**src/rtl/ccff_bitstream_loader.sv**
```systemverilog
// rtl/ccff_bitstream_loader.sv - serializes bitstream words MSB-first into the fabric ccff chain.
// Optional CCFF_READBACK_EN captures ccff_tail into left-aligned rb_data words with an rb_valid pulse.
module ccff_bitstream_loader #(
    parameter int WORD_W    = 8,
    parameter int CHAIN_LEN = 64,
    parameter int CNT_W     = 16
) (
    input  logic              prog_clk,
    input  logic              prog_reset,
    input  logic              start,
    input  logic              abort,
    input  logic [WORD_W-1:0] cfg_data,
    input  logic              cfg_valid,
    output logic              cfg_ready,
    output logic              ccff_head,
    output logic              chain_en,
    input  logic              ccff_tail,
    output logic              busy,
    output logic              done
`ifdef CCFF_READBACK_EN
    ,
    output logic [WORD_W-1:0] rb_data,
    output logic              rb_valid
`endif
);

    localparam int BW = $clog2(WORD_W + 1);
    localparam logic [CNT_W-1:0] WORD_W_CNT    = CNT_W'(WORD_W);
    localparam logic [CNT_W-1:0] CHAIN_LEN_CNT = CNT_W'(CHAIN_LEN);

    typedef enum logic [1:0] {
        S_IDLE,
        S_WAIT_WORD,
        S_SHIFT,
        S_DONE
    } state_t;

    state_t            state;
    state_t            state_next;
    logic [WORD_W-1:0] shreg;
    logic [CNT_W-1:0]  remaining;
    logic [BW-1:0]     bit_cnt;
    logic [BW-1:0]     bits_this;
    logic              accept;
    logic              last_bit;
    logic              load_start;

    assign last_bit   = (bit_cnt == bits_this - BW'(1));
    assign load_start = (state == S_IDLE) && start && !abort;

    always_ff @(posedge prog_clk or posedge prog_reset) begin
        if (prog_reset) begin
            state <= S_IDLE;
        end else begin
            state <= state_next;
        end
    end

    // Outputs decode from state so a reset drops chain_en without waiting for a clock.
    always_comb begin
        state_next = state;
        cfg_ready  = 1'b0;
        chain_en   = 1'b0;
        busy       = 1'b0;
        done       = 1'b0;
        accept     = 1'b0;
        case (state)
            S_IDLE: begin
                if (load_start) begin
                    state_next = S_WAIT_WORD;
                end
            end
            S_WAIT_WORD: begin
                busy      = 1'b1;
                cfg_ready = !abort;
                if (abort) begin
                    state_next = S_IDLE;
                end else if (cfg_valid) begin
                    accept     = 1'b1;
                    state_next = S_SHIFT;
                end
            end
            S_SHIFT: begin
                busy     = 1'b1;
                chain_en = 1'b1;
                if (abort) begin
                    state_next = S_IDLE;
                end else if (last_bit) begin
                    state_next = (remaining == CNT_W'(1)) ? S_DONE : S_WAIT_WORD;
                end
            end
            S_DONE: begin
                done       = 1'b1;
                state_next = S_IDLE;
            end
            default: state_next = S_IDLE;
        endcase
    end

    always_ff @(posedge prog_clk or posedge prog_reset) begin
        if (prog_reset) begin
            shreg     <= '0;
            remaining <= '0;
            bit_cnt   <= '0;
            bits_this <= '0;
            ccff_head <= 1'b0;
        end else begin
            if (load_start) begin
                remaining <= CHAIN_LEN_CNT;
            end
            if (accept) begin
                // The first bit goes straight to ccff_head so the shift starts with no extra bubble.
                ccff_head <= cfg_data[WORD_W-1];
                shreg     <= {cfg_data[WORD_W-2:0], 1'b0};
                bit_cnt   <= '0;
                bits_this <= (remaining >= WORD_W_CNT) ? BW'(WORD_W) : BW'(remaining);
            end else if (state == S_SHIFT) begin
                shreg     <= {shreg[WORD_W-2:0], 1'b0};
                remaining <= remaining - CNT_W'(1);
                bit_cnt   <= bit_cnt + BW'(1);
                if (!last_bit) begin
                    ccff_head <= shreg[WORD_W-1];
                end
            end
        end
    end

`ifdef CCFF_READBACK_EN
    logic [WORD_W-1:0] rb_shreg;
    logic [WORD_W-1:0] rb_next;

    // Tail bits land MSB-first at their final position, leaving unused LSBs of a partial word at 0.
    always_comb begin
        rb_next = rb_shreg;
        rb_next[WORD_W - 1 - int'(bit_cnt)] = ccff_tail;
    end

    always_ff @(posedge prog_clk or posedge prog_reset) begin
        if (prog_reset) begin
            rb_shreg <= '0;
            rb_data  <= '0;
            rb_valid <= 1'b0;
        end else begin
            rb_valid <= 1'b0;
            if (accept) begin
                rb_shreg <= '0;
            end else if (state == S_SHIFT && !abort) begin
                rb_shreg <= rb_next;
                if (last_bit) begin
                    rb_data  <= rb_next;
                    rb_valid <= 1'b1;
                end
            end
        end
    end
`else
    logic unused_tail;
    assign unused_tail = ccff_tail;
`endif

endmodule

```
**config.mk**
```make
export PLATFORM = sky130hd
export DESIGN_NAME = ccff_bitstream_loader
export DESIGN_NICKNAME = d
export VERILOG_FILES = /design/src/rtl/ccff_bitstream_loader.sv
export SDC_FILE = /design/constraint.sdc
export NUM_CORES = 1
export LEC_CHECK = 0
export ABC_AREA = 1
export ABC_CLOCK_PERIOD_IN_PS = 1900
export CAP_MARGIN = 20
export CORE_MARGIN = 2
export CORE_UTILIZATION = 59
export CTS_BUF_LIST = sky130_fd_sc_hd__clkbuf_8
export DETAILED_ROUTE_END_ITERATION = 8
export GPL_ROUTABILITY_DRIVEN = 0
export PLACE_DENSITY = 0.82
export RECOVER_POWER = 100
export SLEW_MARGIN = 20
export SYNTH_ARGS = -nofsm -noshare
export SYNTH_HDL_FRONTEND = slang
export SYNTH_SLANG_ARGS = --single-unit
```
**constraint.sdc**
```tcl
create_clock -name prog_clk -period 1.9 [get_ports prog_clk]
set_clock_uncertainty 0.2 [all_clocks]
set_input_delay 0.19 -clock prog_clk [delete_from_list [all_inputs] [get_ports prog_clk]]
set_output_delay 0.19 -clock prog_clk [all_outputs]
set_load 0.005 [all_outputs]
```
==> flow_summary.yaml <==
run_status:
  outcome: "finished, final reports clean"
timing:
  finalSetupViolCount: 0
  worst_slew_pin_slew_ps: 858
  final_max_slew_viol_count: 0
  finalHoldViolations: 0
  timing.fmax_mhz: 532
  fin_crit_ps: 1880
  max_slew_margin: 0.428
  rsz0062_at_grt: "true"
  fin_crit_sh: 0.989
pwr:
  swShare: 0.408
  clockPowerShare: 0.197
  switching_power_uw: 1310
  power_frac_comb: 0.455
  ir_drop_uv: 940
  p_leak_uw: 0.00133
  p_seq_frac: 0.348
  p_total_uw: 3200
  p_int_uw: 1900
  p_per_area_nw_per_um2: 1260
place:
  placedCellCount: 348
  io_buffer_count: 17
  hpwl_mm: 3.14
setup_path:
  r2r-start: "state[0]"
  rrSetupSlack_ps: 80
  critPathLaunchType: "flip-flop"
  worstSetupPathType: "flip-flop to output port"
  crit_path_end_kind: "output port"
  path_max_fanout: 5
  required_ps: 1510
  r2r_end: "remaining[3]"
  r2r_cells: 11
  critPathArrivalTime_ps: 1490
floorplanning:
  io_pins: 19
  die_y_um: 63.2
  die_w_um: 63.2
  rows: 21
  die_area_um2: 4000
  start_util: 0.615
  core_area_um2: 3360
detailed_routing:
  drt_first_pass_iters: 4
  drcViolationCount: 0
  routed_wl_mm: 4.44
  postRouteAntennaNets: 0
  vias: 1860
  wl_per_cell_um: 12.3
  drt_iter0_markers: 132
  vias_per_cell: 5.17
finish:
  final_nets: 337
  layout.area.seq_um2: 851
  fillers: 276
  area.growth.synth_to_final_pct: 22.4
  mostFrequentLayoutCells: "82 x nand2_1, 34 x dfrtp_1, 30 x inv_1, 27 x nand3_1, 24 x nor2_1"
  layout_commonest_cell: "nand2_1"
  antenna_cells: 0
  drive_gt1_frac: 0.175
  fin_util: 0.753
  fin_cells: 360
  multi_input_area_um2: 1070
yosys:
  yosysUniqueCellTypes: 28
  synth_top_cell_by_area: "dfrtp_1"
  avgSynthCellArea_um2: 7.44
  synthesis.area_um2: 2070
  yosysTopAreaCellShare: 0.411
  synth-seq-cells: 34
  ys_warn_count: 0
  synthCells: 278
  syn_nets: 302
  synth_seq_area_share: 0.411
  synthTopCellsByArea: "dfrtp_1 41%, nand2_1 15%, nand3_1 6.5%"
clock_network:
  numCtsBuffers: 5
  insertion_delay_ps: 300
  cts_tree: "done"
  cts.clk_slew.worst_paths_ps: 60
  h-tree-depth: 2
  root_buffer: "clkbuf_8"
  cts.sinks: 34
  clockBufferDepth: 2
flow_run:
  drv_cap: 0
worst_hold_path:
  hold_path_class: "primary input to flip-flop"
  hold_path_depth: 3
  hold_end: "shreg[6]"
  hp-start: "cfg_data[5]"
global_routing:
  grt_pass1_vias: 1898
  grt_pass1_wl_mm: 8.01
  antenna_found_initial: 0
  grt_usage: 0.253
  grt_max_degree: 35
  overflow: 0
==> cells in the mapped netlist, drive strengths merged <==
cell type and count:
nand3 30, nand4 4, nor3 3, nand2 88, o22ai 3, xnor2 1
dfrtp 34, o21ai 18, o21a 1, mux2i 1, nor2 31, o211ai 3
buf 5, inv 37, ha 10, a22o 1, a21oi 7, or2 1
==> power by group through the flow <==
stage	sequential, µW	combinational (µW)	clock (µW)
CTS	1110	1410	639
global route	1150	1680	664
detailed placement	1120	1370	0
finish	1110	1460	632
global placement	1120	1330	0
floorplan	1080	1000	0
==> layout make-up <==
type	count	share of cell area
Sequential cell	34	0.336
Clock buffer	8	0.0435
Multi-Input combinational cell	202	0.424
Tap cell	46	0.0227
Timing Repair Buffer	33	0.117
Inverter	37	0.0568
==> worst max-delay path, cell delays in order (launching register included) <==
cell and delay (ps):
dfrtp_1 400, inv_2 110, ha_4 190, clkdlybuf4s50_1 510
==> logic make-up after synthesis <==
group / count (synthesis) / share of synthesized area
buf+inv: 42 / 0.0834
xor+xnor: 1 / 0.00423
flops: 34 / 0.411
fa+ha+maj: 10 / 0.0605
mux: 1 / 0.00484
simple gates: 157 / 0.342
compound gates: 33 / 0.0937
==> flip-flops by register name (all words and copies together), names as in the netlist <==
name	count
bit_cnt	4
bits_this	4
ccff_head	1
remaining	16
shreg	7
state	2
==> worst max-delay path by stage <==
stage / start / endpoint / depth (start not counted) / slack (ps)
floorplan: state[1] / remaining[5] / 12 / 230
global placement: abort / remaining[3] / 9 / 70
detailed placement: abort / remaining[3] / 9 / 40
CTS: state[0] / busy / 3 / 7
global route: state[0] / remaining[5] / 11 / -30
finish: state[0] / chain_en / 3 / 20
==> stage by stage <==
step	hold slack [ps]	setup slack, ps	TNS, ps	area, µm²
after floorplan	123	228	0	2070
after global placement	267	74.2	0	2350
after detailed placement	282	45.0	0	2350
after CTS	110	6.74	0	2480
after global routing	275	-30.0	-85.7	2530
final	260	21.6	0	2530
==> timing repair <==
item	4_1_cts	5_1_grt
hold buffers	0	0
buffers inserted	1	3
pin swaps	0	1
cloned	0	0
hold endpoints to repair	0	0
resized for setup	4	11
endpoints found under the setup margin	3	13
==> layer usage <==
| metal | part of all wire | GRT usage |
|---|---|---|
| met5 | 0 | 0 |
| met4 | 0.020 | 0.128 |
| met3 | 0.040 | 0.0518 |
| met2 | 0.47 | 0.398 |
| met1 | 0.47 | 0.332 |
Note: power is estimated with default switching activity, not from simulation.
==> edit: new RTL, same flow settings <==
The parameter `CNT_W` goes from 16 to 32.
--- a/src/rtl/ccff_bitstream_loader.sv
+++ b/src/rtl/ccff_bitstream_loader.sv
@@ -5,3 +5,3 @@
     parameter int CHAIN_LEN = 64,
-    parameter int CNT_W     = 16
+    parameter int CNT_W     = 32
 ) (
Formal check against the unedited RTL: same outputs for any inputs over 10 cycles, from zero or initial values and one cycle with prog_reset high; that may be too few to reach the edited logic, so the function may still have changed.
==> edit against the unedited design <==
  * Global-route usage rose by 1.3 points
  * Area after synthesis increased by 50%
  * Register-to-register slack lost 0.07 ns
  * Sequential cell count rose by 16
  * Wire length grew 64%
  * Largest cell class unchanged
  * Worst setup slack worse by 0.030 ns
  * Final area up 47%
  * Total power grew 49%
  * The run now ends with negative setup slack left
==> edit: results (changes against the unedited design) <==
* data arrival at the endpoint of the critical path: 1.52 ns, was 1.49 ns
* maximum vdd ir drop: 0.7787 mV, was 0.9402 mV
* Starting DRT DRC Count: 277, was 132
* compound-gate portion of the synthesized area: 9.407%, was 9.371%
* Final nets: 493, was 337
* Hold Crit Start: cfg_data[0], was cfg_data[5]
* cell with the largest stage delay on the worst path: sky130_fd_sc_hd__dfrtp_1, was sky130_fd_sc_hd__clkdlybuf4s50_1
* average via count per standard cell: 5.351, was 5.167
* cell leakage power: 0.001957 uW, was 0.001327 uW
* number of global-route vias before repair: 2721, was 1898
* outcome: finished, violations left, was finished, final reports clean
* proportion of synthesized area in mux cells: 0%, was 0.4837%
* biggest registers after layout: remaining (32), shreg (7), was remaining (16), shreg (7)
* global-route wire length before repair: 12530 um, was 8010 um
* delay contributed by the slowest stage of the critical path: 0.40 ns, was 0.51 ns
* violations in the final reports: negative setup slack
* critical register-to-register path endpoint: remaining[22], was remaining[3]
* first-pass detailed-route iteration total: 5, was 4
* proportion of synthesized chip area in sequential cells: 40.37%, was 41.11%
* worst reg2reg startpoint: state[1], was state[0]
* Post-Synth XOR/XNOR Area: 0.2826%, was 0.4232%
* setup slack, reg-to-reg: 0.01 ns, was 0.08 ns
* Tightest Pin Transition: 0.5982 ns, was 0.8578 ns
* Final Setup Violations: 1, was 0
* final worst hold slack: 0.2449 ns, was 0.2603 ns
* worst setup slack after layout: -0.008710 ns, was 0.02165 ns
* largest net degree at the start of global routing: 27, was 35
* post-synthesis share of cell area spent on full adders, half adders and majority gates: 3.633%, was 6.046%
* ratio of cells with drive above 1 in the final layout: 18.26%, was 17.52%
* destination of the worst hold path: shreg[1], was shreg[6]
-- edit: changes by cell type after synthesis, sizes merged, moves of 2 or more --
cell    before  now
o21ai       18   37
dfrtp       34   50
nand3       30   47
nor2        31   65
o221ai       0    3
nand2       88  122
inv         37   57
buf          5    7
nand4        4    8
-- edit: metal layers --
metal | up-vias | GRT usage [%] | part of all wire (%) | routed length (um)
li1 | 1453 | - | - | -
met1 | 1345 | 35.98 | 44 | 3210
met2 | 87 | 44.25 | 50 | 3635
met3 | 10 | 4.858 | 4.7 | 344
met4 | 0 | 6.909 | 1.3 | 93
met5 | - | 0 | 0 | 0
-- edit: power by group --
group / switching, uW / internal (uW) / total [uW]
logic: 1600 / 941 / 2540
clock network: 361 / 289 / 651
registers: 244 / 1340 / 1590
total: 2210 / 2570 / 4780
-- edit: stage by stage --
step	setup slack (ns)	power, uW	instance area (um^2)	std cells	setup TNS, ns
after detailed placement	-0.03740	3937	3462	522	-0.1744
after CTS	0.01219	4664	3641	537	0
after global placement	-0.001214	3821	3462	522	-0.001214
after floorplan	0.1519	3311	3099	423	0
after global routing	-0.06672	5186	3712	541	-1.417
final	-0.008710	4780	3712	541	-0.008710
-- edit: cell type report --
class	count	area, um^2	share of cell area (%)
multi-input cells	310	1652	44.49
repair buffers	46	401.6	10.82
clock buffers	6	82.58	2.224
inverters	57	229.0	6.168
flip-flops and latches	50	1251	33.70
well taps	70	87.58	2.359
clock inverters	2	8.758	0.2359
-- edit: how the worst max path moves through the flow --
stage               cells past startpoint  slack (ns)       endpoint  startpoint
floorplan                               8        0.15  remaining[28]    state[0]
detailed placement                      8       -0.04  remaining[27]    state[0]
CTS                                     3        0.01           done    state[0]
finish                                  6      -0.009      cfg_ready    state[1]
global placement                        8      -0.001  remaining[27]    state[0]
global route                            6       -0.07      cfg_ready    state[1]
-- edit: cell families (layout without fill, tap and decap cells) --
group	Yosys count	after routing
compound gates	53	53
xor+xnor	1	1
fa+ha+maj	9	9
buf+inv	64	111
flops	50	50
simple gates	246	247
-- edit: worst max-delay path: cells and delay by family (launching register included) --
kind                       cells  cell delay, ns
adders and majority gates      1            0.16
buffers and inverters          4            0.51
DFF                            1            0.40
and+or+nand+nor                1            0.14
-- edit: repair_timing --
action / CTS / global route
hold buffers: 1 / 0
pin swaps: 3 / 4
resized for setup: 13 / 19
endpoints found under the setup margin: 22 / 35
endpoints found under the hold margin: 12 / 0
gates cloned: 1 / 0
setup buffers: 6 / 4
